==> src/rtl/fp_add_sequencer.sv <==
// Multi-cycle single-precision add/subtract: unpack, serial align, add, serial normalize, pack.
// Define FPU_SEQ_FAST_ALIGN_EN to align in one cycle with a barrel shifter instead of 1 bit per cycle.
module fp_add_sequencer #(
  parameter int unsigned MAX_ALIGN = 26
) (
  input  logic        clk_i,
  input  logic        rst_n_i,
  input  logic        start_i,
  input  logic        sub_i,
  input  logic [31:0] x_i,
  input  logic [31:0] y_i,
  output logic        busy_o,
  output logic        done_o,
  output logic [31:0] result_o,
  output logic        nan_o,
  output logic        inf_o,
  output logic        zero_o
);

  // Handshake: start_i is accepted only on a cycle with busy_o=0; done_o pulses for one
  // cycle (the PACK cycle) and result_o/flags stay valid until the next done_o.
  typedef enum logic [2:0] {
    S_IDLE, S_UNPACK, S_ALIGN, S_ADD, S_NORM, S_PACK
  } state_t;

  localparam logic [7:0]  MAX_ALIGN_W = 8'(MAX_ALIGN);
  localparam logic [31:0] QNAN        = 32'h7FC0_0000;

  state_t      state_q, state_d;
  logic [31:0] x_q, x_d, y_q, y_d;
  logic        sign_a_q, sign_a_d, sign_b_q, sign_b_d;
  logic [7:0]  exp_q, exp_d, shift_q, shift_d;
  logic [24:0] mant_a_q, mant_a_d, mant_b_q, mant_b_d;
  logic        busy_q, busy_d, done_q, done_d;
  logic [31:0] result_q, result_d;
  logic        nan_q, nan_d, inf_q, inf_d, zero_q, zero_d;

  logic        x_s, y_s;
  logic [7:0]  x_e, y_e, diff;
  logic [22:0] x_f, y_f;
  logic        x_zero, y_zero, x_inf, y_inf, x_nan, y_nan, x_big;
  logic [24:0] x_m, y_m, sum, norm_m;
  logic [7:0]  norm_e;
  logic        fin;
  logic [31:0] fin_res;
  logic [2:0]  fin_flags;

  // y_q already carries the effective sign (y[31]^sub captured at accept).
  assign {x_s, x_e, x_f} = x_q;
  assign {y_s, y_e, y_f} = y_q;
  assign x_zero = (x_e == 8'h00);
  assign y_zero = (y_e == 8'h00);
  assign x_inf  = (x_e == 8'hFF) && (x_f == 23'd0);
  assign y_inf  = (y_e == 8'hFF) && (y_f == 23'd0);
  assign x_nan  = (x_e == 8'hFF) && (x_f != 23'd0);
  assign y_nan  = (y_e == 8'hFF) && (y_f != 23'd0);
  assign x_big  = (x_e > y_e) || ((x_e == y_e) && (x_f >= y_f));
  assign x_m    = {2'b01, x_f};
  assign y_m    = {2'b01, y_f};
  assign diff   = x_big ? (x_e - y_e) : (y_e - x_e);

  // mant_a holds the larger magnitude, so the difference never goes negative.
  assign sum    = (sign_a_q == sign_b_q) ? (mant_a_q + mant_b_q) : (mant_a_q - mant_b_q);
  assign norm_m = mant_a_q[24] ? (mant_a_q >> 1) : (mant_a_q << 1);
  assign norm_e = mant_a_q[24] ? (exp_q + 8'd1) : (exp_q - 8'd1);

  always_comb begin
    state_d   = state_q;
    x_d       = x_q;
    y_d       = y_q;
    sign_a_d  = sign_a_q;
    sign_b_d  = sign_b_q;
    exp_d     = exp_q;
    shift_d   = shift_q;
    mant_a_d  = mant_a_q;
    mant_b_d  = mant_b_q;
    busy_d    = busy_q;
    done_d    = 1'b0;
    result_d  = result_q;
    nan_d     = nan_q;
    inf_d     = inf_q;
    zero_d    = zero_q;
    fin       = 1'b0;
    fin_res   = 32'd0;
    fin_flags = 3'b000;
    case (state_q)
      S_IDLE: begin
        if (start_i) begin
          x_d     = x_i;
          y_d     = {y_i[31] ^ sub_i, y_i[30:0]};
          busy_d  = 1'b1;
          state_d = S_UNPACK;
        end
      end
      S_UNPACK: begin
        if (x_nan || y_nan || (x_inf && y_inf && (x_s != y_s))) begin
          fin = 1'b1; fin_res = QNAN; fin_flags = 3'b100;
        end else if (x_inf) begin
          fin = 1'b1; fin_res = {x_s, 8'hFF, 23'd0}; fin_flags = 3'b010;
        end else if (y_inf) begin
          fin = 1'b1; fin_res = {y_s, 8'hFF, 23'd0}; fin_flags = 3'b010;
        end else if (x_zero && y_zero) begin
          fin = 1'b1; fin_res = {x_s & y_s, 31'd0}; fin_flags = 3'b001;
        end else if (x_zero) begin
          fin = 1'b1; fin_res = y_q;
        end else if (y_zero) begin
          fin = 1'b1; fin_res = x_q;
        end else begin
          sign_a_d = x_big ? x_s : y_s;
          sign_b_d = x_big ? y_s : x_s;
          exp_d    = x_big ? x_e : y_e;
          mant_a_d = x_big ? x_m : y_m;
          mant_b_d = x_big ? y_m : x_m;
          shift_d  = diff;
          state_d  = (diff != 8'd0) ? S_ALIGN : S_ADD;
        end
      end
      S_ALIGN: begin
        if (shift_q >= MAX_ALIGN_W) begin
          mant_b_d = 25'd0;
          shift_d  = 8'd0;
          state_d  = S_ADD;
        end else begin
`ifdef FPU_SEQ_FAST_ALIGN_EN
          mant_b_d = mant_b_q >> shift_q;
          shift_d  = 8'd0;
          state_d  = S_ADD;
`else
          mant_b_d = mant_b_q >> 1;
          shift_d  = shift_q - 8'd1;
          if (shift_q == 8'd1) state_d = S_ADD;
`endif
        end
      end
      S_ADD: begin
        if (sum == 25'd0) begin
          fin = 1'b1; fin_res = 32'd0; fin_flags = 3'b001;
        end else if (sum[24] || !sum[23]) begin
          mant_a_d = sum;
          state_d  = S_NORM;
        end else begin
          fin = 1'b1; fin_res = {sign_a_q, exp_q, sum[22:0]};
        end
      end
      S_NORM: begin
        if (norm_e == 8'hFF) begin
          fin = 1'b1; fin_res = {sign_a_q, 8'hFF, 23'd0}; fin_flags = 3'b010;
        end else if (norm_e == 8'h00) begin
          fin = 1'b1; fin_res = {sign_a_q, 31'd0}; fin_flags = 3'b001;
        end else if (!norm_m[24] && norm_m[23]) begin
          fin = 1'b1; fin_res = {sign_a_q, norm_e, norm_m[22:0]};
        end else begin
          mant_a_d = norm_m;
          exp_d    = norm_e;
        end
      end
      S_PACK: begin
        busy_d  = 1'b0;
        state_d = S_IDLE;
      end
      default: state_d = S_IDLE;
    endcase
    if (fin) begin
      result_d                = fin_res;
      {nan_d, inf_d, zero_d}  = fin_flags;
      done_d                  = 1'b1;
      state_d                 = S_PACK;
    end
  end

  always_ff @(posedge clk_i or negedge rst_n_i) begin
    if (!rst_n_i) begin
      state_q  <= S_IDLE;
      x_q      <= '0;
      y_q      <= '0;
      sign_a_q <= 1'b0;
      sign_b_q <= 1'b0;
      exp_q    <= '0;
      shift_q  <= '0;
      mant_a_q <= '0;
      mant_b_q <= '0;
      busy_q   <= 1'b0;
      done_q   <= 1'b0;
      result_q <= '0;
      nan_q    <= 1'b0;
      inf_q    <= 1'b0;
      zero_q   <= 1'b0;
    end else begin
      state_q  <= state_d;
      x_q      <= x_d;
      y_q      <= y_d;
      sign_a_q <= sign_a_d;
      sign_b_q <= sign_b_d;
      exp_q    <= exp_d;
      shift_q  <= shift_d;
      mant_a_q <= mant_a_d;
      mant_b_q <= mant_b_d;
      busy_q   <= busy_d;
      done_q   <= done_d;
      result_q <= result_d;
      nan_q    <= nan_d;
      inf_q    <= inf_d;
      zero_q   <= zero_d;
    end
  end

  assign busy_o   = busy_q;
  assign done_o   = done_q;
  assign result_o = result_q;
  assign nan_o    = nan_q;
  assign inf_o    = inf_q;
  assign zero_o   = zero_q;

endmodule

==> config.mk <==
export PLATFORM = sky130hd
export DESIGN_NAME = fp_add_sequencer
export DESIGN_NICKNAME = d
export VERILOG_FILES = /design/src/rtl/fp_add_sequencer.sv
export SDC_FILE = /design/constraint.sdc
export NUM_CORES = 1
export LEC_CHECK = 0
export CORE_MARGIN = 2
export CORE_UTILIZATION = 60
export DETAILED_ROUTE_END_ITERATION = 6
export DONT_BUFFER_PORTS = 1
export GPL_TIMING_DRIVEN = 1
export PLACE_DENSITY = 0.73
export SLEW_MARGIN = 20
export SYNTH_ARGS = -nofsm -noshare
export SYNTH_HDL_FRONTEND = slang
export SYNTH_SLANG_ARGS = --single-unit
==> constraint.sdc <==
create_clock -name clk_i -period 5.3 [get_ports clk_i]
set_input_delay 0 -clock clk_i [delete_from_list [all_inputs] [get_ports clk_i]]
set_output_delay 0 -clock clk_i [all_outputs]
set_load 0.01 [all_outputs]
# After elaboration in Yosys (flattened, before gate mapping)
# Cells that the tools add are included.
word_totals:
  ff_bits: 172
  in_bits: 68
op_classes:
  n_eq_ne: 35
  n_lt_le_gt_ge: 3
  addsub: 7
  n_mux: 96
  reduce_logical: 36
  n_bitwise: 8
op_table:
  columns: ["cell", "count"]
  rows:
  - ["2-to-1 mux 25 bit", 19]
  - ["2-to-1 mux 32 bit", 11]
  - ["2-to-1 mux 8 bit", 19]
  - ["case mux 32 bit (3 select lines)", 1]
  - ["case mux 25 bit (3 select lines)", 1]
  - ["case mux 25 bit (2 select lines)", 1]
  - ["zero test 23 bit", 2]
  - ["2-to-1 mux 23 bit", 2]
  - ["nonzero test 23 bit", 2]
  - ["2-to-1 mux 3 bit", 13]
  - ["case mux 8 bit (2 select lines)", 2]
  - ["inequality test 3 bit (second input constant)", 9]
  - ["inequality test 2 bit (second input constant)", 13]
  - ["adder 25 bit", 1]
  - ["zero test 25 bit", 1]
  - ["subtractor 25 bit", 1]
  - ["== test 8 bit (second input constant)", 3]
  - ["zero test 8 bit", 3]
  - ["2-to-1 mux 24 bit", 1]
  - ["greater-or-equal comparator 23 bit", 1]
  - ["2-to-1 mux 1 bit", 19]
  - ["subtractor 8 x 1 -> 8 bit (second input constant)", 2]
  - ["subtractor 8 bit", 2]
  - ["case mux 3 bit (5 select lines)", 1]
  - ["30 further kinds", 55]

# Longest topological paths before layout
depth:
  word_depth: 14
  depth_mapped: 21

# Worst setup path after synthesis
# OpenSTA, ideal clock, no wires.
synth_path:
  path_kind: "register to register"
  from: "reg sign_b_q"
  to: "reg result_q[10], in the netlist result_o[10]"
  path_stages_with_launch: 20
  setup_slack_ns: 0.550
  period_less_slack_ns: 4.750
  t_required_ns: 5.172
  arrival_ns: 4.623
  cell_sequence: "dfrtp_1 xor2_1 clkbuf_1 o21ai_0 xnor2_1 ha_1 buf_2 nand4_1 or4b_1 and3_1 buf_2 a32oi_1 xnor2_1 nand2_1 or4b_1 nor4_4 nor2b_2 inv_2 buf_6 mux2_1"
synth_via:
  elab_chain_cells: 7
  word_cells_on_any_way: 11
synth_lines:
  columns: ["element", "line_no", "rtl"]
  rows:
  - ["start, declared", "31", "logic sign_a_q, sign_a_d, sign_b_q, sign_b_d;"]
  - ["start signal, assigned", "193", "sign_b_q <= sign_b_d;"]
  - ["== test 1 bit *", "63", "assign sum = (sign_a_q == sign_b_q) ? (mant_a_q + mant_b_q) : (mant_a_q - mant_b_q);"]
  - ["2-to-1 mux 25 bit *", "63", null]
  - ["branches (longest 5 deep; another with 2-to-1 mux 32 bit)", null, null]
  - ["end signal, assigned", "200", "result_q <= result_d;"]
  - ["end, declared", "35", "logic [31:0] result_q, result_d;"]
# Mark *: on every way between the ends.
# A chain may end at the register's enable or synchronous reset.

# Final worst setup path
layout_path:
  from: "reg mant_b_q[6]"
  to: "reg mant_a_q[16]"
layout_via:
  elab_chain_cells: 6
  word_cells_on_any_way: 12
layout_lines:
  columns: ["element", "line_no", "rtl"]
  rows:
  - ["start, declared", "33", "logic [24:0] mant_a_q, mant_a_d, mant_b_q, mant_b_d;"]
  - ["start signal, assigned", "197", "mant_b_q <= mant_b_d;"]
  - ["subtractor 25 bit / adder 25 bit (equally long branches)", "63", null]
  - ["2-to-1 mux 25 bit *", "63", null]
  - ["branches (longest 4 deep; another with zero test 25 bit)", null, null]
  - ["end signal, assigned", "196", "mant_a_q <= mant_a_d;"]
  - ["end, declared", "33", null]
# Mark *: on every way between the ends. The select of a mux whose other input is x is not followed.

==> impl_metrics.ini <==
[outcome]
run_status = complete, but fails checks
violations = DRC

[worst_setup_path]
crit_path_cell_trace = nor4_4, and2_1, nand2_1, nor2_2, a21oi_1, xor2_1, ha_1, a21o_1, a311oi_1, a21bo_2, a221o_1, nor3_2, or2_1, nor3_2, nor4_4, nor2b_2, inv_2, buf_12, buf_4, o32a_1
crit_path_end_kind = register
cp_slowest_cell = dfrtp_1
crit_path_start = mant_b_q[6]$_DFFE_PN0P_
cpLargestDelayFamily = simple AND/OR/NAND/NOR gates
required_ns = 5.62
r2r_setup_slack_ns = 0.28
critPathLaunchType = register
crit_arrival_ns = 5.35
worst-setup-path-type = register to register
timing.critical_path.fanout_max = 25
rr_startpoint = mant_b_q[6]$_DFFE_PN0P_
maximum_cell_stage_delay_along_the_critical_path_ns = 0.46
worst_path_bufs_invs = 3

[sta]
slew_headroom_pct = 26.78
report.final.setup_viol = 0
max_freq_mhz = 199.1
finClkSkew_ns = 0.01612
worst_slew_pin_slew_ns = 1.085
finalWorstPathRequiredPeriod_ns = 5.022
setup_repair_after_global_routing_missed_its_margin = true
min_period_over_period_pct = 94.75
finalMaxSlewViolations = 0
final_hold_viol_count = 0
fin_hold_ws_ns = 0.1516

[global_route]
overflow = 0
number_of_antenna_violations_at_the_first_check_in_global_routing = 1
groute.usage.overall_pct = 34.22
grt_pass1_wl_mm = 58.95
grt_pass1_vias = 10580
grt_start_max_net_pins = 172

[placed_design]
detailed_place_hpwl_mm = 26.50
portBuffers = 0
global_placer_s_final_weighted_congestion = 0.9685

[final_layout]
layout_commonest_cell = dfrtp_1
synthToLayoutAreaGrowth_pct = 13.26
insertedDiodeCount = 0
most-common-layout-cells = dfrtp_1 (171), nand2_1 (142), o21ai_0 (122), a21oi_1 (86), mux2i_1 (74)
register_area_um2 = 4279
finish.net_count = 1564
multi_input_area_um2 = 7660
drive_gt1_share_pct = 9.580
filler_cell_count = 1565

[floorplan]
pin_count = 105
core-area_um2 = 20360
die-area_um2 = 21990
die_y_um = 148.3
die_span_in_x_um = 148.3
initial_utilization_pct = 61.34
core.rowCount = 52

[clock_network]
cts.clk_slew.worst_paths_ns = 0.08
clock_sinks = 171
clock_tree.buffer_depth = 2
clock-root-buffer = clkbuf_16
htree_levels = 4
cts_inserted_buffers = 17
tritoncts = done
worst_skew_pair.late_latency_ns = 0.45

[hold_path]
min-delay-path-class = input pin to async pin

[synthesis]
synth_cell_types = 84
most_used_dff_post_synth = dfrtp_1
post_synth_main_area_contributors = dfrtp_1 (34%), ha_1 (7.5%), mux2i_1 (5.9%)
synthesis.instances = 1375
synth.cell_area_um2 = 12490
ys_ff_latch = 171
postSynthAreaPerCell_um2 = 9.084
synth.net_count = 1522
post-synth-top-area-cell = dfrtp_1
yosysSeqAreaShare_pct = 34.26
synth_async_sr_flop_share_pct = 100.0
yosysTopAreaCellShare_pct = 34.26
yosys_warnings = 0
post_synth_edffs = 0

[routing]
routed_via_count = 11340
postRouteAntennaNets = 0
drc = 6
detail_route.first_pass.iterations = 7
post_drt_wl_per_cell_um = 22.02
via_per_inst = 6.669
drt-initial-drc-count = 1384
detail_route.wirelength_mm = 37.43

[run]
cap_violations = 0
final cells by class:
class	count	share of cell area (%)
clock buffer	17	3.007
timing repair buffer	103	7.058
tap	270	2.388
inverter	66	1.751
multi-input combinational	1058	54.14
sequential	171	30.25
clock inverter	15	1.406
final timing paths:
kind / to / cells past startpoint
worst max register to register: mant_a_q[16]$_DFFE_PN0P_ / 20
worst min register to register: shift_q[7]$_DFFE_PN0P_ / 2
min in group clk_i: y_q[2]$_DFFE_PN0P_ / 3
worst min-delay path: result_o[26]$_DFFE_PN0P_ / 2
max in group asynchronous: shift_q[7]$_DFFE_PN0P_ / 2
worst max-delay path: mant_a_q[16]$_DFFE_PN0P_ / 20
synth_stat cells (all sizes together) (18+ instances only):
library cell and count:
buf 25, nand4 24, nand2 142, inv 65, mux2 64, dfrtp 171, ha 75, xor2 24
o21ai 122, nor2 68, clkbuf 55, nor4 19, mux2i 74, xnor2 33, o22ai 18, a22o 25
o221ai 26, o32a 20, nand3 28, a21oi 88, nor3 23
registers in the layout, indices dropped and copies added (netlist names):
register	cells
result_o	32
x_q	32
y_q	32
mant_a_q	25
mant_b_q	24
exp_q	8
shift_q	8
state_q	3
busy_o	1
done_o	1
inf_o	1
nan_o	1
sign_a_q	1
sign_b_q	1
zero_o	1
routing by layer:
metal | vias up | part of all wire [%] | GRT usage (%)
met4 | 0 | 1.7 | 8.429
met1 | 5454 | 45 | 52.38
met5 | - | 0 | 0
li1 | 5228 | - | -
met2 | 610 | 43 | 50.39
met3 | 45 | 10 | 6.043
through the flow:
| stage | TNS, ns | util [%] | worst slack, ns | cell area, um^2 | instances |
|---|---|---|---|---|---|
| after global routing | -0.07784 | 69.47 | -0.02596 | 14150 | 1700 |
| after floorplan | 0 | - | 0.5497 | 12490 | 1375 |
| after global placement | 0 | 62.74 | 0.3731 | 12780 | 1597 |
| after detailed placement | 0 | 62.74 | 0.2348 | 12780 | 1597 |
| final | 0 | 69.47 | 0.2780 | 14150 | 1700 |
| after CTS | 0 | 69.23 | 0.1926 | 14100 | 1697 |
repair_timing:
item,CTS,global route
hold endpoints to repair,237,0
gates resized for setup,0,6
endpoints found under the setup margin,0,44
hold buffers,68,0
buffers inserted,0,3
cells by family after synthesis:
kind of cell	synth area share [%]
buffers and inverters	4.838
adders and majority gates	8.154
xor gates and xnor gates	3.997
DFF	34.26
AOI/OAI and AO/OA	22.49
muxes	11.70
and+or+nand+nor	14.56
Power is left out: the tool's default activity adds up to more than one toggle a clock period on the data nets, which glitch-free logic cannot reach.
